===== config.mk =====
export PLATFORM = sky130hd
export DESIGN_NAME = vga_stream_out
export DESIGN_NICKNAME = d
export VERILOG_FILES = /design/src/rtl/vga_stream_out.sv
export SDC_FILE = /design/constraint.sdc
export NUM_CORES = 1
export LEC_CHECK = 0
export ABC_CLOCK_PERIOD_IN_PS = 2900
export CORE_AREA = 2 2 78 80
export DETAILED_ROUTE_END_ITERATION = 16
export DIE_AREA = 0 0 80 82
export PLACE_DENSITY_LB_ADDON = 0.08
export SYNTH_ARGS = -nofsm -noshare
export SYNTH_HDL_FRONTEND = slang
export SYNTH_SLANG_ARGS = --single-unit

===== constraint.sdc =====
create_clock -name clk -period 2.9 [get_ports clk]
set_clock_uncertainty 0.15 [all_clocks]
set_input_delay 0.725 -clock clk [delete_from_list [all_inputs] [get_ports clk]]
set_output_delay 0.725 -clock clk [all_outputs]
set_load 0.01 [all_outputs]

===== src/rtl/vga_stream_out.sv =====
// VGA timing generator fed by a {R,G,B} valid/ready stream that locks on SOF at (0,0); outputs registered, 1-cycle latency.
// Backpressure: s_ready (combinational) high only to take pixels or drop stale beats; VGA_STREAM_ERRCNT_EN adds err_count.
module vga_stream_out #(
    parameter int COLOR_W  = 8,
    parameter int H_ACTIVE = 640,
    parameter int H_FP     = 16,
    parameter int H_SYNC   = 96,
    parameter int H_BP     = 48,
    parameter int V_ACTIVE = 480,
    parameter int V_FP     = 10,
    parameter int V_SYNC   = 2,
    parameter int V_BP     = 33,
    parameter bit HS_POL   = 1'b0,
    parameter bit VS_POL   = 1'b0
) (
    input  logic                   clk,
    input  logic                   rst_n,
    input  logic                   en,
    input  logic [3*COLOR_W-1:0]   s_data,
    input  logic                   s_valid,
    input  logic                   s_sof,
    output logic                   s_ready,
    output logic [COLOR_W-1:0]     VGA_R,
    output logic [COLOR_W-1:0]     VGA_G,
    output logic [COLOR_W-1:0]     VGA_B,
    output logic                   VGA_HS,
    output logic                   VGA_VS,
    output logic                   VGA_BLANK_N,
    output logic                   VGA_SYNC_N,
    output logic                   frame_start,
    output logic                   err
`ifdef VGA_STREAM_ERRCNT_EN
    ,
    output logic [15:0]            err_count
`endif
);

    localparam int H_TOT = H_ACTIVE + H_FP + H_SYNC + H_BP;
    localparam int V_TOT = V_ACTIVE + V_FP + V_SYNC + V_BP;
    localparam int HW    = $clog2(H_TOT);
    localparam int VW    = $clog2(V_TOT);

    // One extra bit so sync-end bounds equal to a power of two still compare correctly.
    localparam logic [HW:0] H_LAST = (HW+1)'(H_TOT - 1);
    localparam logic [HW:0] H_ACT  = (HW+1)'(H_ACTIVE);
    localparam logic [HW:0] HS_BEG = (HW+1)'(H_ACTIVE + H_FP);
    localparam logic [HW:0] HS_END = (HW+1)'(H_ACTIVE + H_FP + H_SYNC);
    localparam logic [VW:0] V_LAST = (VW+1)'(V_TOT - 1);
    localparam logic [VW:0] V_ACT  = (VW+1)'(V_ACTIVE);
    localparam logic [VW:0] VS_BEG = (VW+1)'(V_ACTIVE + V_FP);
    localparam logic [VW:0] VS_END = (VW+1)'(V_ACTIVE + V_FP + V_SYNC);

    localparam logic [1:0] S_IDLE   = 2'd0;
    localparam logic [1:0] S_SEEK   = 2'd1;
    localparam logic [1:0] S_STREAM = 2'd2;

    logic [1:0]           r_state;
    logic [1:0]           w_state_nxt;
    logic [HW-1:0]        r_h_cnt;
    logic [VW-1:0]        r_v_cnt;
    logic [HW:0]          w_h;
    logic [VW:0]          w_v;
    logic                 w_h_last;
    logic                 w_v_last;
    logic                 w_wrap;
    logic                 w_active;
    logic                 w_origin;
    logic                 w_hs_on;
    logic                 w_vs_on;
    logic                 w_lock;
    logic                 w_stream_act;
    logic                 w_misplaced;
    logic                 w_underflow;
    logic                 w_show;
    logic                 w_err;
    logic                 w_running;
    logic [3*COLOR_W-1:0] r_rgb;
    logic                 r_hs;
    logic                 r_vs;
    logic                 r_blank_n;
    logic                 r_fs;
    logic                 r_err;

    assign w_h          = {1'b0, r_h_cnt};
    assign w_v          = {1'b0, r_v_cnt};
    assign w_h_last     = (w_h == H_LAST);
    assign w_v_last     = (w_v == V_LAST);
    assign w_wrap       = w_h_last && w_v_last;
    assign w_active     = (w_h < H_ACT) && (w_v < V_ACT);
    assign w_origin     = (r_h_cnt == '0) && (r_v_cnt == '0);
    assign w_hs_on      = (w_h >= HS_BEG) && (w_h < HS_END);
    assign w_vs_on      = (w_v >= VS_BEG) && (w_v < VS_END);
    assign w_running    = (r_state != S_IDLE);

    assign w_lock       = (r_state == S_SEEK) && w_origin && s_valid && s_sof;
    assign w_stream_act = (r_state == S_STREAM) && w_active;
    assign w_misplaced  = w_stream_act && s_valid && s_sof && !w_origin;
    assign w_underflow  = w_stream_act && !s_valid;
    assign w_show       = w_lock || (w_stream_act && s_valid && !w_misplaced);
    assign w_err        = w_underflow || w_misplaced;

    // SEEK drains stale non-SOF beats but parks an SOF until the frame origin.
    assign s_ready = (r_state == S_SEEK)   ? (s_valid && (!s_sof || w_origin)) :
                     (r_state == S_STREAM) ? (w_active && !w_misplaced) : 1'b0;

    always_comb begin
        w_state_nxt = r_state;
        case (r_state)
            S_IDLE:   if (en) w_state_nxt = S_SEEK;
            S_SEEK:   if (w_wrap && !en) w_state_nxt = S_IDLE;
                      else if (w_lock) w_state_nxt = S_STREAM;
            S_STREAM: if (w_wrap && !en) w_state_nxt = S_IDLE;
                      else if (w_err) w_state_nxt = S_SEEK;
            default:  w_state_nxt = S_IDLE;
        endcase
    end

    always_ff @(posedge clk or negedge rst_n) begin
        if (!rst_n) begin
            r_state <= S_IDLE;
            r_h_cnt <= '0;
            r_v_cnt <= '0;
        end else begin
            r_state <= w_state_nxt;
            if (r_state == S_IDLE) begin
                r_h_cnt <= '0;
                r_v_cnt <= '0;
            end else if (w_h_last) begin
                r_h_cnt <= '0;
                r_v_cnt <= w_v_last ? '0 : r_v_cnt + VW'(1);
            end else begin
                r_h_cnt <= r_h_cnt + HW'(1);
            end
        end
    end

    always_ff @(posedge clk or negedge rst_n) begin
        if (!rst_n) begin
            r_rgb     <= '0;
            r_hs      <= ~HS_POL;
            r_vs      <= ~VS_POL;
            r_blank_n <= 1'b0;
            r_fs      <= 1'b0;
            r_err     <= 1'b0;
        end else begin
            r_rgb     <= w_show ? s_data : '0;
            r_hs      <= (w_running && w_hs_on) ? HS_POL : ~HS_POL;
            r_vs      <= (w_running && w_vs_on) ? VS_POL : ~VS_POL;
            r_blank_n <= w_running && w_active;
            r_fs      <= w_show && w_origin;
            r_err     <= w_err;
        end
    end

`ifdef VGA_STREAM_ERRCNT_EN
    logic [15:0] r_err_cnt;

    always_ff @(posedge clk or negedge rst_n) begin
        if (!rst_n) begin
            r_err_cnt <= '0;
        end else if ((r_state == S_IDLE) && en) begin
            r_err_cnt <= '0;
        end else if (w_err && (r_err_cnt != 16'hFFFF)) begin
            r_err_cnt <= r_err_cnt + 16'd1;
        end
    end

    assign err_count = r_err_cnt;
`endif

    assign VGA_R       = r_rgb[3*COLOR_W-1 -: COLOR_W];
    assign VGA_G       = r_rgb[2*COLOR_W-1 -: COLOR_W];
    assign VGA_B       = r_rgb[COLOR_W-1:0];
    assign VGA_HS      = r_hs;
    assign VGA_VS      = r_vs;
    assign VGA_BLANK_N = r_blank_n;
    assign VGA_SYNC_N  = 1'b0;
    assign frame_start = r_fs;
    assign err         = r_err;

endmodule


==> out/summary.txt, run 1 <==
worst vdd ir: 0.000346 V
IO Count: 60
CP cell instances: inv_1 -> ha_1 -> nor4b_4 -> and4_4 -> a21oi_4 -> a21oi_1 -> clkdlybuf4s15_1
LEAKAGE: 0.00141 uW
Critical Path RT: 2030 ps
crit-path max cell delay: 390 ps
max-slew violation count: 0
routed vias: 1,952
Routed Antenna Nets: 0
Mean Syn Cell Area: 11.4 um2
Setup CP Type: reg -> out
clock latency on the worst-skew pair: 300 ps
FP Rows: 28
antenna violations before repair: 0
crit share post-route: 96.3%
Residual DRC: 0
status: complete, no violations
clk buf depth: 2
first-pass GRT wire length: 9.02 mm
Worst-path clk slew: 90 ps
vias in the first global route: 1,869
setup TNS: 0 ps
CTS H-tree lvls: 2
Layout area overhead: 32.8%
largest net degree at the start of global routing: 52
Fmax: 0.358 GHz
detailed-route wire length per cell: 14.7 um
Ys Warns: 0
buffering stage count on the worst path with inverters included: 2
Post-CTS Hold Fix Bufs: 0
Mapped Area: 2500 um2
worst hold path type: in -> async
slew margin rel.: 57.2%
critical path arrival: 1920 ps
core area: 5750 um2
Top Family by Delay on Critical Path: simple AND/OR/NAND/NOR gates
max_cap viols: 0
Initial Util: 43.6%
total track usage: 17.7%
final hold slack: 384 ps
Nets: 325
Power Density: 588 nW/um2
syn_nets: 253
full die area: 6560 um2
port bufs: 58
Startpoint Class: flip-flop
placer congestion estimate: 0.855
RSZ-0062 raised after global routing: false
root buffer cell: clkbuf_8
final setup vio count: 0
Final Hold Fails: 0
DRT iter0 DRCs: 54
Worst Tran Pin Value: 641 ps
Synth Register Bits: 51
Syn Inst Count: 220
Via-to-Cell Ratio: 5.30
layout cell share with drive strength beyond 1: 19.5%
grt ovf: 0
TritonCTS clock tree: built
drt total wl: 5.43 mm
CP Capture Type: output port
post-DP HPWL: 3.82 mm
Die H: 82 um
Crit-path slowest cell: dfrtp_1
Sink Count: 51
Seq/Total Area, Yosys: 51.0%
die width: 80 um
minimum clock period: 2790 ps
DR pass1 iterations: 4
CTS Buf Count: 5
crit path max fanout: 2
diode count: 0
Netlist cell types: 50
## through the flow
step | worst slack, ps | instances | total power, uW | cell area, um2 | util (%)
finish | 108 | 368 | 1960 | 3330 | 57.9
global route | 1.69 | 368 | 2090 | 3330 | 57.9
CTS | 80.0 | 368 | 1980 | 3330 | 57.9
detailed placement | 0.523 | 360 | 1560 | 3230 | 56.2
global placement | 45.5 | 360 | 1570 | 3230 | 56.2
floorplan | 354 | 220 | 1260 | 2500 | -
## cells in the final DEF (no fill, tap or decap), types with 2 or more instances in the layout
cell type	count
and4_1	2
a21oi_1	8
nand2_1	7
nand3_1	10
nor3b_1	5
nand4_1	6
a311oi_1	3
or4_1	2
dfrtp_1	49
nor2b_1	2
and3_1	7
nor2_1	15
nand4b_1	2
inv_1	9
o21ai_1	2
a31oi_1	3
o211ai_1	2
dfstp_2	2
ha_1	4
clkbuf_8	5
clkdlybuf4s50_1	56
xnor2_1	2
nor4b_4	3
nor3b_2	19
nor3_1	3
buf_4	19
xor2_1	7
o21ai_0	13
and2_1	3
## metal layers
layer | up-vias | wire length [um] | global-route usage [%]
li1 | 938 | - | -
met1 | 942 | 2540 | 24.5
met2 | 65 | 2450 | 27.1
met3 | 7 | 382 | 4.51
met4 | 0 | 59 | 6.44
met5 | - | 0 | 0
## report_power, final
group / switching (uW) / internal, uW / leakage, uW
clock: 231 / 169 / 0.0000412
combinational: 391 / 340 / 0.000678
sequential: 38.2 / 786 / 0.000694
total: 660 / 1300 / 0.00141
## synth_stat cells (all sizes together)
| cell | count | area, um2 |
|---|---|---|
| a21boi | 1 | 7.51 |
| a21oi | 9 | 56.3 |
| a22oi | 1 | 7.51 |
| a311oi | 3 | 26.3 |
| a31o | 1 | 8.76 |
| a31oi | 3 | 18.8 |
| a32oi | 1 | 8.76 |
| and2 | 4 | 26.3 |
| and3 | 7 | 43.8 |
| and4 | 4 | 38.8 |
| and4b | 1 | 10.0 |
| buf | 9 | 78.8 |
| clkbuf | 3 | 11.3 |
| conb | 1 | 3.75 |
| dfrtp | 49 | 1230 |
| dfstp | 2 | 52.6 |
| ha | 4 | 50.1 |
| inv | 9 | 33.8 |
| mux2i | 1 | 10.0 |
| nand2 | 7 | 26.3 |
| nand3 | 10 | 50.1 |
| nand4 | 6 | 37.5 |
| nand4b | 2 | 17.5 |
| nor2 | 15 | 56.3 |
| nor2b | 2 | 12.5 |
| nor3 | 4 | 25.0 |
| nor3b | 24 | 275 |
| nor4 | 1 | 6.26 |
| nor4b | 3 | 56.3 |
| o2111ai | 1 | 8.76 |
| o211ai | 2 | 15.0 |
| o21a | 1 | 7.51 |
| o21ai | 16 | 83.8 |
| o31ai | 1 | 7.51 |
| or3 | 1 | 6.26 |
| or4 | 2 | 15.0 |
| xnor2 | 2 | 17.5 |
| xor2 | 7 | 61.3 |
## sequential cells by signal, summed over array words and instances, names as in the netlist
register     count
VGA_HS           1
VGA_BLANK_N      1
r_state          2
r_h_cnt         10
VGA_VS           1
r_v_cnt         10
err              1
frame_start      1
r_rgb           24
## final cells by class
class	instances	area, um2
Clock buffer	6	72.6
Multi-Input combinational cell	148	1120
Clock inverter	2	12.5
Tap cell	75	93.8
Timing Repair Buffer	77	718
Inverter	9	33.8
Fill cell	509	2420
Sequential cell	51	1280
## logic make-up (layout without fill, tap and decap cells)
family / Yosys count / in the layout / share of synthesized area (%)
other: 1 / 1 / 0.150
AOI/OAI and AO/OA: 40 / 40 / 10.2
muxes: 1 / 1 / 0.400
xor gates and xnor gates: 9 / 9 / 3.15
adders and majority gates: 4 / 4 / 2.00
buffers and inverters: 21 / 94 / 4.94
and+or+nand+nor: 93 / 93 / 28.1
DFF: 51 / 51 / 51.0
## worst register-to-register path, stage by stage (launching register included)
cell     delay (ps)
dfrtp_1         360
inv_1            60
ha_1            180
nor4b_4         130
buf_4           170
a31oi_1         500
nand4_1         230
o31ai_1         240
## what timing repair did
action / CTS / global route
buffers inserted: 0 / 0
resized for setup: 3 / 1
pin swaps: 0 / 1
endpoints found under the setup margin: 1 / 1
## final timing paths
check                           startpoint         end  cells past startpoint  slack, ps
worst max-delay path            r_v_cnt[1]     s_ready                      7        110
worst min-delay path                 rst_n  r_h_cnt[7]                      2        380
worst max register to register  r_v_cnt[1]  r_v_cnt[9]                      7        790
worst min register to register  r_h_cnt[0]  r_h_cnt[0]                      2        390
max in group asynchronous            rst_n   r_rgb[20]                      2       1800
min in group clk                r_h_cnt[0]  r_h_cnt[0]                      2        390
Note: power is estimated with default switching activity, not from simulation.
==> run 2: changes to the inputs <==
Settings changed: SLEW_MARGIN set to 20.
==> results of run 2 <==
Final layout, timing and power as in run 1 (identical DEF).
==> run 3: changes to the inputs <==
Settings changed: ABC_CLOCK_PERIOD_IN_PS 2900 to unset.
==> results of run 3 <==
Final layout, timing and power as in run 1 (identical DEF).
